`src/rtl/sparse_mem_if.sv`:
```
// Request/response bundle for the sparse associative memory.
// The requester drives the master side; the memory block sits on the slave side.
interface sparse_mem_if #(
  parameter int DATA_W = 32,
  parameter int ADDR_W = 32,
  parameter int DEPTH  = 64,
  parameter int CW     = $clog2(DEPTH + 1)
);
  logic              clr;
  logic              req_valid;
  logic              req_ready;
  logic              req_we;
  logic [ADDR_W-1:0] req_addr;
  logic [DATA_W-1:0] req_wdata;
  logic              resp_valid;
  logic              resp_hit;
  logic              resp_err;
  logic [DATA_W-1:0] resp_rdata;
  logic [CW-1:0]     count;
  logic              full;

  modport master (
    output clr, req_valid, req_we, req_addr, req_wdata,
    input  req_ready, resp_valid, resp_hit, resp_err, resp_rdata, count, full
  );

  modport slave (
    input  clr, req_valid, req_we, req_addr, req_wdata,
    output req_ready, resp_valid, resp_hit, resp_err, resp_rdata, count, full
  );
endinterface

```
`src/rtl/sparse_mem.sv`:
```
// Sparse associative memory: a small table of (tag, data) pairs filled from
// index 0 upward. Each request walks the table one entry per cycle until it
// finds a matching tag or runs past the last valid entry, then answers with
// a one-cycle response strobe. Write misses append a new entry when room is
// left; otherwise the write is dropped and flagged with resp_err.
module sparse_mem #(
  parameter int DATA_W = 32,
  parameter int ADDR_W = 32,
  parameter int DEPTH  = 64,
  parameter int CW     = $clog2(DEPTH + 1)
) (
  input logic        clk,
  input logic        rst,
  sparse_mem_if.slave bus
);

  localparam int IW = $clog2(DEPTH);

  typedef enum logic [1:0] {IDLE, SEARCH, RESP} state_t;

  state_t            state;
  state_t            state_nxt;

  // Table storage; contents beyond count-1 are never looked at.
  logic [ADDR_W-1:0] tag_mem  [DEPTH];
  logic [DATA_W-1:0] data_mem [DEPTH];

  // Request captured at the accepting edge.
  logic              we_q;
  logic [ADDR_W-1:0] addr_q;
  logic [DATA_W-1:0] wdata_q;

  logic [CW-1:0]     count;
  logic [CW-1:0]     idx;
  logic              resp_valid;
  logic              resp_hit;
  logic              resp_err;
  logic [DATA_W-1:0] resp_rdata;

  logic              full;
  logic              accept;
  logic              in_range;
  logic              hit;
  logic              miss;
  logic [ADDR_W-1:0] tag_rd;
  logic [DATA_W-1:0] data_rd;

  assign full     = (count == CW'(DEPTH));
  assign accept   = (state == IDLE) && bus.req_valid;
  assign in_range = (idx < count);
  // idx only selects a real entry while in_range holds, so the truncation is safe.
  assign tag_rd   = tag_mem[idx[IW-1:0]];
  assign data_rd  = data_mem[idx[IW-1:0]];
  assign hit      = (state == SEARCH) && in_range && (tag_rd == addr_q);
  assign miss     = (state == SEARCH) && !in_range;

  assign bus.req_ready  = (state == IDLE);
  assign bus.resp_valid = resp_valid;
  assign bus.resp_hit   = resp_hit;
  assign bus.resp_err   = resp_err;
  assign bus.resp_rdata = resp_rdata;
  assign bus.count      = count;
  assign bus.full       = full;

  // State register; reset and clear both drop any request in flight.
  always_ff @(posedge clk or posedge rst) begin
    if (rst) begin
      state <= IDLE;
    end else begin
      state <= state_nxt;
    end
  end

  // Next-state logic: accept in IDLE, scan in SEARCH, single-cycle RESP.
  always_comb begin
    state_nxt = state;
    case (state)
      IDLE:    if (bus.req_valid) state_nxt = SEARCH;
      SEARCH:  if (hit || miss)   state_nxt = RESP;
      RESP:                       state_nxt = IDLE;
      default:                    state_nxt = IDLE;
    endcase
    if (bus.clr) state_nxt = IDLE;
  end

  // Capture the request on the accepting edge; held until the next accept.
  always_ff @(posedge clk) begin
    if (accept) begin
      we_q    <= bus.req_we;
      addr_q  <= bus.req_addr;
      wdata_q <= bus.req_wdata;
    end
  end

  // Scan index, entry count and response registers.
  always_ff @(posedge clk or posedge rst) begin
    if (rst) begin
      count      <= '0;
      idx        <= '0;
      resp_valid <= 1'b0;
      resp_hit   <= 1'b0;
      resp_err   <= 1'b0;
      resp_rdata <= '0;
    end else if (bus.clr) begin
      count      <= '0;
      idx        <= '0;
      resp_valid <= 1'b0;
    end else begin
      resp_valid <= 1'b0;
      if (accept) begin
        idx <= '0;
      end else if (hit) begin
        resp_valid <= 1'b1;
        resp_hit   <= 1'b1;
        resp_err   <= 1'b0;
        resp_rdata <= we_q ? wdata_q : data_rd;
      end else if (miss) begin
        resp_valid <= 1'b1;
        resp_hit   <= 1'b0;
        if (we_q && !full) begin
          count      <= count + CW'(1);
          resp_err   <= 1'b0;
          resp_rdata <= wdata_q;
        end else begin
          resp_err   <= we_q;
          resp_rdata <= '0;
        end
      end else if (state == SEARCH) begin
        idx <= idx + CW'(1);
      end
    end
  end

  // Table writes happen only on the edge that resolves a write request.
  always_ff @(posedge clk) begin
    if (!bus.clr && hit && we_q) begin
      data_mem[idx[IW-1:0]] <= wdata_q;
    end
    if (!bus.clr && miss && we_q && !full) begin
      tag_mem[count[IW-1:0]]  <= addr_q;
      data_mem[count[IW-1:0]] <= wdata_q;
    end
  end

endmodule

```
`src/flat_wrapper.sv`:
```
// flat-port wrapper written by rule: the top's interface ports become plain ports
module sparse_mem_flat 
#(
  parameter int DATA_W = 32,
  parameter int ADDR_W = 32,
  parameter int DEPTH  = 64,
  parameter int CW     = $clog2(DEPTH + 1)
)
  (clk, rst, bus_clr, bus_req_valid, bus_req_we, bus_req_addr, bus_req_wdata, bus_req_ready, bus_resp_valid, bus_resp_hit, bus_resp_err, bus_resp_rdata, bus_count, bus_full);
  sparse_mem_if #(.DATA_W(DATA_W), .ADDR_W(ADDR_W), .DEPTH(DEPTH), .CW(CW)) bus_i ();
  input logic clk;
  input logic rst;
  input wire logic [$bits(bus_i.clr)-1:0] bus_clr;
  input wire logic [$bits(bus_i.req_valid)-1:0] bus_req_valid;
  input wire logic [$bits(bus_i.req_we)-1:0] bus_req_we;
  input wire logic [$bits(bus_i.req_addr)-1:0] bus_req_addr;
  input wire logic [$bits(bus_i.req_wdata)-1:0] bus_req_wdata;
  output wire logic [$bits(bus_i.req_ready)-1:0] bus_req_ready;
  output wire logic [$bits(bus_i.resp_valid)-1:0] bus_resp_valid;
  output wire logic [$bits(bus_i.resp_hit)-1:0] bus_resp_hit;
  output wire logic [$bits(bus_i.resp_err)-1:0] bus_resp_err;
  output wire logic [$bits(bus_i.resp_rdata)-1:0] bus_resp_rdata;
  output wire logic [$bits(bus_i.count)-1:0] bus_count;
  output wire logic [$bits(bus_i.full)-1:0] bus_full;
  assign bus_i.clr = bus_clr;
  assign bus_i.req_valid = bus_req_valid;
  assign bus_i.req_we = bus_req_we;
  assign bus_i.req_addr = bus_req_addr;
  assign bus_i.req_wdata = bus_req_wdata;
  assign bus_req_ready = bus_i.req_ready;
  assign bus_resp_valid = bus_i.resp_valid;
  assign bus_resp_hit = bus_i.resp_hit;
  assign bus_resp_err = bus_i.resp_err;
  assign bus_resp_rdata = bus_i.resp_rdata;
  assign bus_count = bus_i.count;
  assign bus_full = bus_i.full;
  sparse_mem #(.DATA_W(DATA_W), .ADDR_W(ADDR_W), .DEPTH(DEPTH), .CW(CW)) u_core (.clk(clk), .rst(rst), .bus(bus_i));
endmodule
```
`config.mk`:
```
export PLATFORM = sky130hd
export DESIGN_NAME = sparse_mem_flat
export DESIGN_NICKNAME = d
export VERILOG_FILES = /design/src/rtl/sparse_mem_if.sv /design/src/rtl/sparse_mem.sv /design/src/flat_wrapper.sv
export SDC_FILE = /design/constraint.sdc
export NUM_CORES = 2
export LEC_CHECK = 0
export ABC_AREA = 1
export CELL_PAD_IN_SITES_DETAIL_PLACEMENT = 1
export CELL_PAD_IN_SITES_GLOBAL_PLACEMENT = 1
export CORE_MARGIN = 4
export CORE_UTILIZATION = 40
export DETAILED_ROUTE_END_ITERATION = 8
export GPL_TIMING_DRIVEN = 0
export PLACE_DENSITY_LB_ADDON = 0.1
export SLEW_MARGIN = 20
export SYNTH_ARGS = -nofsm -noshare
export SYNTH_HDL_FRONTEND = slang
export SYNTH_SLANG_ARGS = --single-unit
```
`constraint.sdc`:
```
create_clock -name clk -period 5.2 [get_ports clk]
set_clock_uncertainty 0.15 [all_clocks]
set_input_delay 0.78 -clock clk [delete_from_list [all_inputs] [get_ports clk]]
set_output_delay 0.78 -clock clk [all_outputs]
set_load 0.05 [all_outputs]
```
After elaboration in Yosys (flattened, before gate mapping)
Memories as Yosys holds them, arrays and structs flattened.
Cells that the tools add are included.
W data, S select, Z words.
- output and inout bits: 44
- flip-flop bits (word level): 116
- memories kept: 2
- bits in latches: 0
- ROM bits: 0
- bits of input ports: 69
- RAM bits: 4096
- memories (memory ; depth ; bits a word ; rd ports ; clocked after memory_dff ; wr ports ; RTL line ; source):
    u_core.data_mem ; 64 ; 32 ; 1 ; 0 ; 1 ; sparse_mem.sv:26 ; logic [DATA_W-1:0] data_mem [DEPTH];
    u_core.tag_mem ; 64 ; 32 ; 1 ; 0 ; 1 ; sparse_mem.sv:25 ; logic [ADDR_W-1:0] tag_mem [DEPTH];
- reduce and logical (&&, ||, !) cells: 24
- add/sub/neg operators: 2
- divide/modulo/power cells: 0
- multipliers: 0
- multiplexer cells: 34
- bitwise logic cells: 2
- magnitude comparators: 1
- equality and inequality tests: 9
- shift-type cells: 0
- operators with widths (operator ; count):
    $mux W32 ; 5
    $mux W7 ; 10
    $eq A32 B32 Y1 ; 1
    $reduce_or A32 Y1 ; 1
    $add A7 B1 Y7 const B ; 2
    $mux W1 ; 14
    $logic_and A1 B1 Y1 ; 10
    $eq A7 B7 Y1 const B ; 1
    $lt A7 B7 Y1 ; 1
    $mux W2 ; 3
    $mux W6 ; 1
    $ne A3 B2 Y1 const B ; 2
    $ne A3 B3 Y1 const B ; 2
    $reduce_and A3 Y1 ; 2
    $reduce_bool A2 Y1 ; 3
    $ne A2 B2 Y1 const B ; 2
    $pmux W2 S2 ; 1
    $reduce_and A4 Y1 ; 1
    $logic_not A1 Y1 ; 3
    $reduce_bool A3 Y1 ; 1
    $eq A2 B1 Y1 const B ; 1
    $logic_not A2 Y1 ; 1
    $not A1 Y1 ; 2
    $reduce_and A2 Y1 ; 1
    $logic_or A1 B1 Y1 ; 1

Depth between registers and ports, before layout
- depth after elaboration: 10
- gate-level depth with buffers: 25
- mapped depth without buffers: 21

Worst setup path before layout
No wires, ideal clock.
- path type: reg2reg
- start point: register u_core.count[2], in the netlist u_core.bus.count[2]
- end point: memory u_core.tag_mem[31][0] (enable)
- buffers on the path: 0
- library setup time: 0.461 ns
- data arrival time: 4.573 ns
- slack: 0.016 ns
- stages on the path, launching flop included: 15
- required time: 4.589 ns
- path through: dfrtp_1 -> clkinv_1 -> ha_1 -> o211ai_1 -> nand2_1 -> nand4_1 -> o211ai_1 -> inv_2 -> nor2_1 -> inv_2 -> nor2_4 -> inv_2 -> nor2_2 -> nand2_1 -> nor3_1
- word-level cells in the longest chain between the ends: 8
- elaborated cells on any way between the ends: 10
- those cells by class: order compare: 1; eq/ne: 1; mux: 2; reduce/logical: 6
- ends and longest elaborated chain (element ; RTL line ; source):
    start: declaration ; sparse_mem.sv:33 ; logic [CW-1:0] count;
    start signal: assignment ; sparse_mem.sv:121 ; count <= count + CW'(1);
    $lt A7 B7 Y1 ; sparse_mem.sv:50 ; assign in_range = (idx < count);
    $logic_not A1 Y1 ; sparse_mem.sv:55 ; assign miss = (state == SEARCH) && !in_range;
    $logic_and A1 B1 Y1 ; sparse_mem.sv:55 ;
    $logic_and A1 B1 Y1 (3 in series) ; sparse_mem.sv:139 ; if (!bus.clr && miss && we_q && !full) begin
    $mux W1 ; sparse_mem.sv:139 ;
    $mux W1 (not written as such) ; sparse_mem.sv:140 ; tag_mem[count[IW-1:0]] <= addr_q;
    end: declaration ; sparse_mem.sv:25 ;
Parallel ways exist; a longest one is shown, timed or not.

Final worst setup path
- start point: register u_core.idx[2]
- end point: register u_core.state[1]
- word-level cells in the longest chain between the ends: 6
- elaborated cells on any way between the ends: 10
- those cells by class: order compare: 1; eq/ne: 2; reduce/logical: 6; memory: 1
- ends and longest elaborated chain (element ; RTL line ; source):
    start: declaration ; sparse_mem.sv:34 ; logic [CW-1:0] idx;
    start signal: assignment ; sparse_mem.sv:129 ; idx <= idx + CW'(1);
    $mem_v2 Z64 W32 / $lt A7 B7 Y1 (equally long branches) ; - ;
    $eq A32 B32 Y1 (tied with other cells) ; sparse_mem.sv:54 ; assign hit = (state == SEARCH) && in_range && (tag_rd == addr_q);
    $logic_and A1 B1 Y1, on equally long branches ; sparse_mem.sv:54, sparse_mem.sv:55 ;
    $logic_or A1 B1 Y1 * ; sparse_mem.sv:79 ; SEARCH: if (hit || miss) state_nxt = RESP;
    $ne A3 B3 Y1 (no line) * ; - ;
    $reduce_and A2 Y1 (no line) * ; - ;
    end signal: assignment ; sparse_mem.sv:70 ; state <= state_nxt;
    end: declaration ; sparse_mem.sv:21 ; state_t state;
Mark *: on every way between the ends. The rest lies on a longest branch, timed or not.
A chain may end at the register's enable or synchronous reset.

==> results.cfg <==
[flow_run]
cap_violations = 0

[cells_and_area]
fill_cells = 41900
nNetsFinal = 14900
area_delta_synth_final_pct = 23.8
multi_input_area_sq_mm = 0.0389
drive_gt1_frac = 0.158
final_common_cell = edfxtp_1
register_area_sq_mm = 0.126
final_cell_mix = edfxtp_1, nand2_1, nand3_1
fin_cells = 20700

[power]
seqPwrFrac = 0.506
pwr-share-comb = 0.064
p_int_w = 0.0575
sw_frac_of_total = 0.239
clkPwrFrac = 0.430
switchingPower_w = 0.0181
power_density_mw_per_mm2 = 364
p_leak_nw = 71.6
peakVddDrop_v = 0.000356

[floorplanning]
die_x_microns = 656
fp-row-count = 237
core_sq_mm = 0.417
pin_count = 113
start_util = 0.402
fp.dieH_microns = 656
dieArea_sq_mm = 0.430

[run_status]
status = complete, but fails checks
violations = negative setup slack

[cts]
cts_made_buffers = 457
clk_latency_ns = 1.03
cts-root-buf = clkbuf_16
h-tree-depth = 5
cts_tree = yes
clk_pin_slew_ns = 0.06
clockBufferDepth = 4
clock-sinks = 4212

[worst_setup_path]
reg2reg_depth = 21
startpoint_type = flip-flop
reg2reg_from = u_core.idx[2]$_DFFE_PP0P_
crit_family = buffers and inverters
cp_max_fo = 16
cp_slowest_cell = dfrtp_4
crit_buf_inv = 7
setup.worst_path.end_class = flip-flop
crit_chain = buf_4, buf_1, nand3_1, nand3_1, nand3_1, nand3_1, nand3b_1, buf_4, nand2_1, nor2_1, nand2_1, nor2_1, nand2_1, nor2_4, buf_12, buf_4, nand2_8, nand2_2, nand2_8, buf_4, clkinvlp_4
cp.required_ns = 5.73
critical-path-max-stage-delay_ns = 0.63
crit_arrival_ns = 6.10
r2r_end = u_core.state[1]$_DFFE_PP0P_
critPathKind = reg2reg
r2r_slack_ns = -0.37

[placement]
dpl.hpwl_microns = 632000
portBuffers = 112
gp_congestion = 1.00
dp.cells = 19600

[min_path]
hold_path.class = in2reg
hold_end = u_core.wdata_q[0]$_DFFE_PP_
min_from = bus_req_wdata[0]
whs_path_depth = 1

[sta]
fmax_mhz = 180
slew_violations = 0
rsz0062_at_grt = yes
final.setup.tns_ns = -78.73
finalHoldViolations = 0
period_needed_ns = 5.57
setup_ws_ns = -0.371
worst_slew_pin_slew_ns = 1.26
setup_violations = 893
max_slew_margin = 0.162
finalCritPeriodShare = 1.07

[logic_synthesis]
ys.flop_type = edfxtp_1
synth_nets = 13500
yosysWarnings = 0
ys_seq_area_frac = 0.752
synth.cell_area_sq_mm = 0.168
async_reset_ff_frac = 0.0121
synth.distinct_cells = 39
postSynthAreaPerCell_sq_um = 12.5
synth.ff_latch_count = 4212
synth_edf_count = 4161
synthCells = 13400

[grt]
antenna_found_initial = 52
grt_pass1_vias = 129000
grt_pass1_wl_microns = 1140000
overflow = 0
gr-usage-all-layers = 0.391
grt_max_degree = 51

[routing]
via_per_inst = 6.28
dr.pass1.iters = 8
post_drt_wl_per_cell_microns = 41.7
drc = 0
drtIter0Drc = 18900
antenna_left = 0
drt_wl_total_microns = 863000
num_vias = 130000
[power groups by stage]
stage / clock network, W / registers (W) / logic, W
CTS: 0.0325 / 0.0382 / 0.00472
finish: 0.0325 / 0.0382 / 0.00486
global placement: 0 / 0.0401 / 0.00293
floorplan: 0 / 0.0395 / 0.00114
global route: 0.0340 / 0.0382 / 0.00495
detailed placement: 0 / 0.0389 / 0.00462
[routing by layer]
| layer | GRT usage | part of all wire | vias up |
|---|---|---|---|
| li1 | - | - | 51800 |
| met1 | 0.457 | 0.34 | 67000 |
| met2 | 0.618 | 0.46 | 8471 |
| met3 | 0.0783 | 0.091 | 2760 |
| met4 | 0.339 | 0.11 | 12 |
| met5 | 0 | 0.000092 | - |
[state kept, by name, indices dropped and copies added, names as in the netlist]
signal	flops
u_core.data_mem	2048
u_core.wdata_q	32
u_core.addr_q	32
u_core.we_q	1
u_core.bus.count	7
u_core.bus.resp_rdata	32
u_core.bus.resp_valid	1
u_core.state	2
u_core.idx	7
u_core.bus.resp_err	1
u_core.bus.resp_hit	1
u_core.tag_mem	2048
[cells by family after synthesis]
| group | synth area share |
|---|---|
| DFF | 0.752 |
| AOI/OAI and AO/OA | 0.0640 |
| xor gates and xnor gates | 0.000313 |
| and+or+nand+nor | 0.156 |
| buffers and inverters | 0.0266 |
| adders and majority gates | 0.000671 |
[layout make-up]
class,instances,share of cell area
flip-flops and latches,4212,0.608
diodes,40,0.000482
clock inverters,287,0.0123
clock buffers,557,0.0574
plain buffers,920,0.0257
well taps,5497,0.0331
inverters,96,0.00192
multi-input cells,8192,0.187
repair buffers,901,0.0739
[worst max path at each step]
stage	from	to	cells after the start
final	u_core.idx[2]$_DFFE_PP0P_	u_core.state[1]$_DFFE_PP0P_	21
after global routing	u_core.idx[2]$_DFFE_PP0P_	u_core.state[1]$_DFFE_PP0P_	22
after global placement	u_core.idx[3]$_DFFE_PP0P_	u_core.data_mem[28][25]$_DFFE_PP_	14
after CTS	u_core.idx[1]$_DFFE_PP0P_	u_core.data_mem[31][25]$_DFFE_PP_	24
after detailed placement	u_core.idx[2]$_DFFE_PP0P_	u_core.data_mem[30][25]$_DFFE_PP_	20
after floorplan	u_core.bus.count[2]$_DFFE_PP0P_	u_core.tag_mem[31][0]$_DFFE_PP_	14
[cells in the mapped netlist (2+ instances only)]
| cell | instances | share of area |
|---|---|---|
| o211ai_1 | 9 | 0.00040 |
| dfrtp_1 | 51 | 0.0076 |
| nand3b_1 | 18 | 0.00081 |
| nand2_2 | 4 | 0.00015 |
| clkbuf_1 | 420 | 0.0094 |
| or2_2 | 7 | 0.00026 |
| nand2_1 | 2499 | 0.056 |
| ha_1 | 9 | 0.00067 |
| nand4_1 | 14 | 0.00052 |
| clkinv_1 | 2 | 0.000045 |
| nand3_2 | 4 | 0.00024 |
| xor2_1 | 4 | 0.00021 |
| nor3_1 | 6 | 0.00018 |
| a21oi_1 | 19 | 0.00057 |
| buf_2 | 372 | 0.011 |
| nor2_4 | 3 | 0.00020 |
| nand3_1 | 2149 | 0.064 |
| inv_4 | 2 | 0.000075 |
| o32ai_1 | 20 | 0.0010 |
| nor2_1 | 1497 | 0.033 |
| o21ai_0 | 1240 | 0.037 |
| buf_4 | 35 | 0.0016 |
| o21ai_1 | 64 | 0.0019 |
| xnor2_1 | 2 | 0.00010 |
| inv_2 | 8 | 0.00018 |
| a31oi_1 | 2 | 0.000075 |
| nand2_4 | 2 | 0.00013 |
| buf_1 | 88 | 0.0020 |
| o22ai_1 | 614 | 0.023 |
| edfxtp_1 | 4161 | 0.74 |
| buf_6 | 6 | 0.00040 |
| inv_1 | 83 | 0.0019 |
[what timing repair did]
item / in CTS / in global routing
resized for setup: 591 / 151
setup endpoints to repair: 3706 / 2227
pin swaps: 79 / 12
hold buffers: 1 / 0
setup buffers: 171 / 7
endpoints found under the hold margin: 18 / 0
[metrics by stage]
step                hold WS (ns)  utilization  instance area, sq um  total power (W)  setup slack (ns)
floorplan                  0.394            -                168000           0.0407            0.0156
finish                     0.148        0.498                208000           0.0756            -0.371
global placement           0.323        0.421                176000           0.0430             -8.13
detailed placement         0.319        0.453                189000           0.0436             -3.10
global route               0.124        0.498                208000           0.0771            -0.218
CTS                       0.0760        0.497                207000           0.0754           -0.0237
Note: power is estimated with default switching activity, not from simulation.
